===== config.mk =====
export PLATFORM = sky130hd
export DESIGN_NAME = rect80_key_sched_flat
export DESIGN_NICKNAME = d
export VERILOG_FILES = /design/src/rtl/rect80_pkg.sv /design/src/rtl/rect80_key_sched_if.sv /design/src/rtl/rect80_key_update.sv /design/src/rtl/rect80_key_sched.sv /design/src/flat_wrapper.sv
export SDC_FILE = /design/constraint.sdc
export NUM_CORES = 1
export LEC_CHECK = 0
export ABC_AREA = 1
export CORE_UTILIZATION = 55
export CTS_CLUSTER_DIAMETER = 150
export DETAILED_ROUTE_END_ITERATION = 10
export GPL_TIMING_DRIVEN = 0
export PLACE_DENSITY_LB_ADDON = 0.12
export SETUP_SLACK_MARGIN = 0.1
export SYNTH_ARGS = -nofsm -noshare
export SYNTH_HDL_FRONTEND = slang
export SYNTH_HIERARCHICAL = 1
export SYNTH_SLANG_ARGS = --single-unit

===== constraint.sdc =====
create_clock -name i_clk -period 4.75 [get_ports i_clk]
set_input_delay 1.1875 -clock i_clk [delete_from_list [all_inputs] [get_ports i_clk]]
set_output_delay 1.1875 -clock i_clk [all_outputs]
set_load 0.01 [all_outputs]

===== src/rtl/rect80_pkg.sv =====
// rtl/rect80_pkg.sv - shared constants, types and helpers for the RECTANGLE-80 key schedule
package rect80_pkg;

   localparam int unsigned ROW_W = 16;
   localparam logic [4:0] RC_INIT = 5'h01;
   localparam logic [4:0] LAST_ROUND = 5'd25;

   // Nibble i of SBOX is S(i).
   localparam logic [63:0] SBOX = 64'h24F8_D30B_97E1_AC56;

   typedef logic [4:0][ROW_W-1:0] rows_t;

   typedef enum logic [1:0] {
      ST_IDLE,
      ST_RUN,
      ST_DONE
   } ks_state_e;

   function automatic logic [3:0] sbox(input logic [3:0] x);
      return SBOX[{x, 2'b00} +: 4];
   endfunction

   function automatic logic [4:0] rc_next(input logic [4:0] rc);
      return {rc[3:0], rc[4] ^ rc[2]};
   endfunction

endpackage


===== src/rtl/rect80_key_sched_if.sv =====
// rtl/rect80_key_sched_if.sv - key load / round-key handshake bundle (RECT80_KS_RESTART_EN adds i_restart)
interface rect80_key_sched_if;
   logic        i_key_load;
   logic [79:0] iv_key;
   logic        i_rk_ready;
   logic [63:0] ov_roundkey;
   logic        o_rk_valid;
   logic [4:0]  ov_round;
   logic        o_busy;
   logic        o_done;
`ifdef RECT80_KS_RESTART_EN
   logic        i_restart;
`endif

   modport master (
`ifdef RECT80_KS_RESTART_EN
      output i_restart,
`endif
      output i_key_load, iv_key, i_rk_ready,
      input  ov_roundkey, o_rk_valid, ov_round, o_busy, o_done
   );

   modport slave (
`ifdef RECT80_KS_RESTART_EN
      input  i_restart,
`endif
      input  i_key_load, iv_key, i_rk_ready,
      output ov_roundkey, o_rk_valid, ov_round, o_busy, o_done
   );
endinterface


===== src/rtl/rect80_key_update.sv =====
// rtl/rect80_key_update.sv - one combinational key-schedule step: S-box columns, row Feistel, rc XOR
module rect80_key_update
   import rect80_pkg::*;
(
   input  rows_t      rows_i,
   input  logic [4:0] rc_i,
   output rows_t      rows_o
);

   rows_t      s;
   logic [3:0] nib;

   always_comb begin
      s   = rows_i;
      nib = '0;
      // Column j is the nibble {row3[j],row2[j],row1[j],row0[j]}; only the low four columns are substituted.
      for (int j = 0; j < 4; j++) begin
         nib      = sbox({rows_i[3][j], rows_i[2][j], rows_i[1][j], rows_i[0][j]});
         s[0][j]  = nib[0];
         s[1][j]  = nib[1];
         s[2][j]  = nib[2];
         s[3][j]  = nib[3];
      end

      rows_o    = s;
      rows_o[0] = {s[0][7:0], s[0][15:8]} ^ s[1];
      rows_o[1] = s[2];
      rows_o[2] = s[3];
      rows_o[3] = {s[3][3:0], s[3][15:4]} ^ s[4];
      rows_o[4] = s[0];
      rows_o[0][4:0] = rows_o[0][4:0] ^ rc_i;
   end

endmodule


===== src/rtl/rect80_key_sched.sv =====
// rtl/rect80_key_sched.sv - RECTANGLE-80 round-key generator K0..K25 (RECT80_KS_RESTART_EN: shadow-key restart)
module rect80_key_sched
   import rect80_pkg::*;
(
   input logic               i_clk,
   input logic               i_rst_n,
   rect80_key_sched_if.slave ks
);

   ks_state_e  state_q, state_d;
   rows_t      rows_q, rows_d, rows_upd;
   logic [4:0] rc_q, rc_d;
   logic [4:0] round_q, round_d;
   logic       hs;
`ifdef RECT80_KS_RESTART_EN
   rows_t      shadow_q, shadow_d;
`endif

   rect80_key_update u_update (
      .rows_i (rows_q),
      .rc_i   (rc_q),
      .rows_o (rows_upd)
   );

   assign hs = (state_q == ST_RUN) && ks.i_rk_ready;

   // A load (or restart) overrides any handshake presented in the same cycle.
   always_comb begin
      state_d  = state_q;
      rows_d   = rows_q;
      rc_d     = rc_q;
      round_d  = round_q;
`ifdef RECT80_KS_RESTART_EN
      shadow_d = shadow_q;
`endif
      if (ks.i_key_load) begin
         state_d  = ST_RUN;
         rows_d   = ks.iv_key;
         rc_d     = RC_INIT;
         round_d  = '0;
`ifdef RECT80_KS_RESTART_EN
         shadow_d = ks.iv_key;
      end else if (ks.i_restart) begin
         state_d  = ST_RUN;
         rows_d   = shadow_q;
         rc_d     = RC_INIT;
         round_d  = '0;
`endif
      end else if (hs) begin
         if (round_q == LAST_ROUND) begin
            state_d = ST_DONE;
         end else begin
            rows_d  = rows_upd;
            rc_d    = rc_next(rc_q);
            round_d = round_q + 5'd1;
         end
      end
   end

   always_ff @(posedge i_clk) begin
      if (!i_rst_n) begin
         state_q  <= ST_IDLE;
         rows_q   <= '0;
         rc_q     <= RC_INIT;
         round_q  <= '0;
`ifdef RECT80_KS_RESTART_EN
         shadow_q <= '0;
`endif
      end else begin
         state_q  <= state_d;
         rows_q   <= rows_d;
         rc_q     <= rc_d;
         round_q  <= round_d;
`ifdef RECT80_KS_RESTART_EN
         shadow_q <= shadow_d;
`endif
      end
   end

   assign ks.ov_roundkey = rows_q[3:0];
   assign ks.ov_round    = round_q;
   assign ks.o_rk_valid  = (state_q == ST_RUN);
   assign ks.o_busy      = (state_q == ST_RUN);
   assign ks.o_done      = (state_q == ST_DONE);

endmodule


===== src/flat_wrapper.sv =====
// flat-port wrapper written by rule: the top's interface ports become plain ports
module rect80_key_sched_flat import rect80_pkg::*;
  (i_clk, i_rst_n, ks_i_key_load, ks_iv_key, ks_i_rk_ready, ks_ov_roundkey, ks_o_rk_valid, ks_ov_round, ks_o_busy, ks_o_done);
  rect80_key_sched_if ks_i ();
  input logic i_clk;
  input logic i_rst_n;
  input wire logic [$bits(ks_i.i_key_load)-1:0] ks_i_key_load;
  input wire logic [$bits(ks_i.iv_key)-1:0] ks_iv_key;
  input wire logic [$bits(ks_i.i_rk_ready)-1:0] ks_i_rk_ready;
  output wire logic [$bits(ks_i.ov_roundkey)-1:0] ks_ov_roundkey;
  output wire logic [$bits(ks_i.o_rk_valid)-1:0] ks_o_rk_valid;
  output wire logic [$bits(ks_i.ov_round)-1:0] ks_ov_round;
  output wire logic [$bits(ks_i.o_busy)-1:0] ks_o_busy;
  output wire logic [$bits(ks_i.o_done)-1:0] ks_o_done;
  assign ks_i.i_key_load = ks_i_key_load;
  assign ks_i.iv_key = ks_iv_key;
  assign ks_i.i_rk_ready = ks_i_rk_ready;
  assign ks_ov_roundkey = ks_i.ov_roundkey;
  assign ks_o_rk_valid = ks_i.o_rk_valid;
  assign ks_ov_round = ks_i.ov_round;
  assign ks_o_busy = ks_i.o_busy;
  assign ks_o_done = ks_i.o_done;
  rect80_key_sched u_core (.i_clk(i_clk), .i_rst_n(i_rst_n), .ks(ks_i));
endmodule

==> results.toml <==
[outcome]
status = "finished, final reports clean"

[finish]
syn2layout_area_growth_pct = 28.7
antenna_cells = 0
layout_common_cells = "340 x nand2_1, 153 x clkdlybuf4s50_1, 119 x buf_4"
fin_cells = 1446
drive_gt1_share_pct = 14.7
design_area_um2 = 9090
layout.nets = 1377
final_common_cell = "nand2_1"

[synth]
yosysWarnings = 6
syn-num-nets = 1213
avgSynthCellArea_um2 = 6.39
synth.cell_area_um2 = 7060
syn-instance-count = 1105
synthTopCellsByArea = "dfxtp_1 26%, nand2_1 18%, buf_4 13%"
synth.top_cell.area_share_pct = 26.1
seq_area_frac_synth_pct = 26.1
synth_top_cell_by_area = "dfxtp_1"
synth_cell_types = 28
ys_ff_latch = 92

[power_and_ir_drop]
power_leakage_nw = 4.34
p_per_area_nw_per_um2 = 268
peakVddDrop_v = 0.000172

[setup_path]
cp-end-kind = "primary output"
arrival_ns = 1.61
crit_type = "flop to primary output"
reg2reg_slack_ns = 2.78
setup.worst_path.start_class = "flop"
reg2reg_depth = 13
worstPathMaxFanout = 8
worstReg2RegEnd = "u_core/ks.ov_roundkey[63]$_SDFFE_PN0P_"
r2r-start = "u_core/ks.ov_roundkey[19]$_SDFFE_PN0P_"
cp.required_ns = 3.56

[timing]
hold_ws_ns = 0.508
worst_slew_margin_rel_pct = 49.4
period_share_pct = 58.9
fin_tns_setup_ns = 0
timing.final.hold_violations = 0
rsz0062_at_grt = "false"
max_freq_mhz = 357
setup_viol = 0
clock_skew_ns = 0.00408
fin_crit_ns = 2.80
drv_slew = 0
worst_slew_pin_slew_ns = 0.759

[routing]
first_iter_violations = 551
routedWlPerCell_um = 13.9
vias = 7143
drt_pass1_iterations = 5
drc_errors = 0
totalWireLength_mm = 20.1
viasPerCell = 4.94
antenna_left = 0

[placed_design]
routabilityCongestion = 0.896
portBuffers = 153
dp_hpwl_mm = 15.3
place_area_um2 = 8810
dp.cells = 1430

[global_routing]
grt_pass1_vias = 6223
grt_max_degree = 15
grt_first_pass_wirelength_mm = 31.0
grt_antenna_before_repair = 0
grt_usage_pct = 30.6
grt-ovfl-total = 0

[cts]
post_cts_buffers = 0
insertion_delay_ns = 0.35
numClockSinks = 92
cts-buffers-inserted = 9
ctsResizeCount = 0
cts.path.max_buffers = 2
cts-hold-fix-buffers = 0
cts-root-buf = "clkbuf_16"
cts_tree = "done"
htree_levels = 3
clkTransAtPathRegs_ns = 0.07

[hold_path]
holdPathEnd = "u_core/rows_q[67]$_SDFFE_PN0P_"
min_path_type = "flop to flop"
whs_path_depth = 2
hold_start = "u_core/rows_q[67]$_SDFFE_PN0P_"

[die]
die_w_um = 115
die_area_um2 = 13300
io_pins = 156
rows = 41
coreArea_um2 = 12600
initial_core_util_pct = 56.2
die_h_um = 115

[job]
drv_cap = 0
-- worst max-delay path, stage by stage (launching register included) --
cell and delay, ns:
dfxtp_1 0.56, buf_4 0.18, clkdlybuf4s50_1 0.52
-- metal layers --
metal / wire length, µm / up-vias / global-route usage (%)
met5: 0 / - / 0
met4: 550 / 0 / 12.3
met3: 1450 / 28 / 5.11
met2: 9040 / 264 / 49.1
met1: 9060 / 3168 / 41.0
li1: - / 3683 / -
-- area by class of cell --
cell class / instances / area, µm²
buffer: 164 / 1120
clock buffer: 12 / 256
clock inverter: 4 / 23.8
fill: 1126 / 3480
inverter: 49 / 184
multi-input combinational: 800 / 3920
sequential: 92 / 1840
tap: 172 / 215
timing repair buffer: 153 / 1530
-- per-stage QoR --
stage	utilization (%)	power [mW]	setup WS [ns]
after detailed placement	70.1	1.75	1.97
after CTS	72.3	2.43	1.95
after global routing	72.3	2.56	1.91
final	72.3	2.44	1.95
after global placement	70.1	1.74	1.99
after floorplan	-	1.45	2.55
-- state kept, by name, summed over array words and instances (netlist names) --
name                   count
u_core/rc_q                5
u_core/ks.ov_round         5
u_core/rows_q             16
u_core/state_q             2
u_core/ks.ov_roundkey     64
-- cells by family (layout without fill, tap and decap cells) --
group / Yosys count / count (layout) / synth area share, %
AND/OR/NAND/NOR: 643 / 643 / 39.8
XOR/XNOR: 29 / 29 / 3.81
adder cells (fa/ha/maj): 24 / 24 / 4.25
buffers and inverters: 213 / 382 / 18.5
flip-flops: 92 / 92 / 26.1
AO/OA/AOI/OAI: 104 / 104 / 7.60
-- power by group --
| group | switching (mW) | total [mW] | internal, mW |
|---|---|---|---|
| Combinational | 0.377 | 0.816 | 0.439 |
| Sequential | 0.0931 | 0.929 | 0.836 |
| Clock | 0.312 | 0.694 | 0.382 |
| Total | 0.781 | 2.44 | 1.66 |
-- synthesized netlist by cell type (all sizes together) --
| master | instances |
|---|---|
| nand4 | 2 |
| ha | 24 |
| o21a | 3 |
| and2 | 80 |
| a21oi | 87 |
| buf | 147 |
| o21ai | 12 |
| nor2 | 107 |
| clkbuf | 17 |
| nand2 | 352 |
| nand3 | 99 |
| xor2 | 25 |
| xnor2 | 4 |
| nand3b | 3 |
| o211ai | 2 |
| inv | 49 |
| dfxtp | 92 |
-- how the worst max path moves through the flow --
stage                                                       from                                endpoint  cells after the start
after global routing      u_core/ks.ov_roundkey[49]$_SDFFE_PN0P_                      ks_ov_roundkey[49]                      2
after CTS                 u_core/ks.ov_roundkey[49]$_SDFFE_PN0P_                      ks_ov_roundkey[49]                      2
after global placement                             ks_i_rk_ready  u_core/ks.ov_roundkey[20]$_SDFFE_PN0P_                      8
after floorplan                                    ks_i_key_load  u_core/ks.ov_roundkey[32]$_SDFFE_PN0P_                      8
final                     u_core/ks.ov_roundkey[49]$_SDFFE_PN0P_                      ks_ov_roundkey[49]                      2
after detailed placement                           ks_i_rk_ready  u_core/ks.ov_roundkey[20]$_SDFFE_PN0P_                      8
Note: power is estimated with default switching activity, not from simulation.
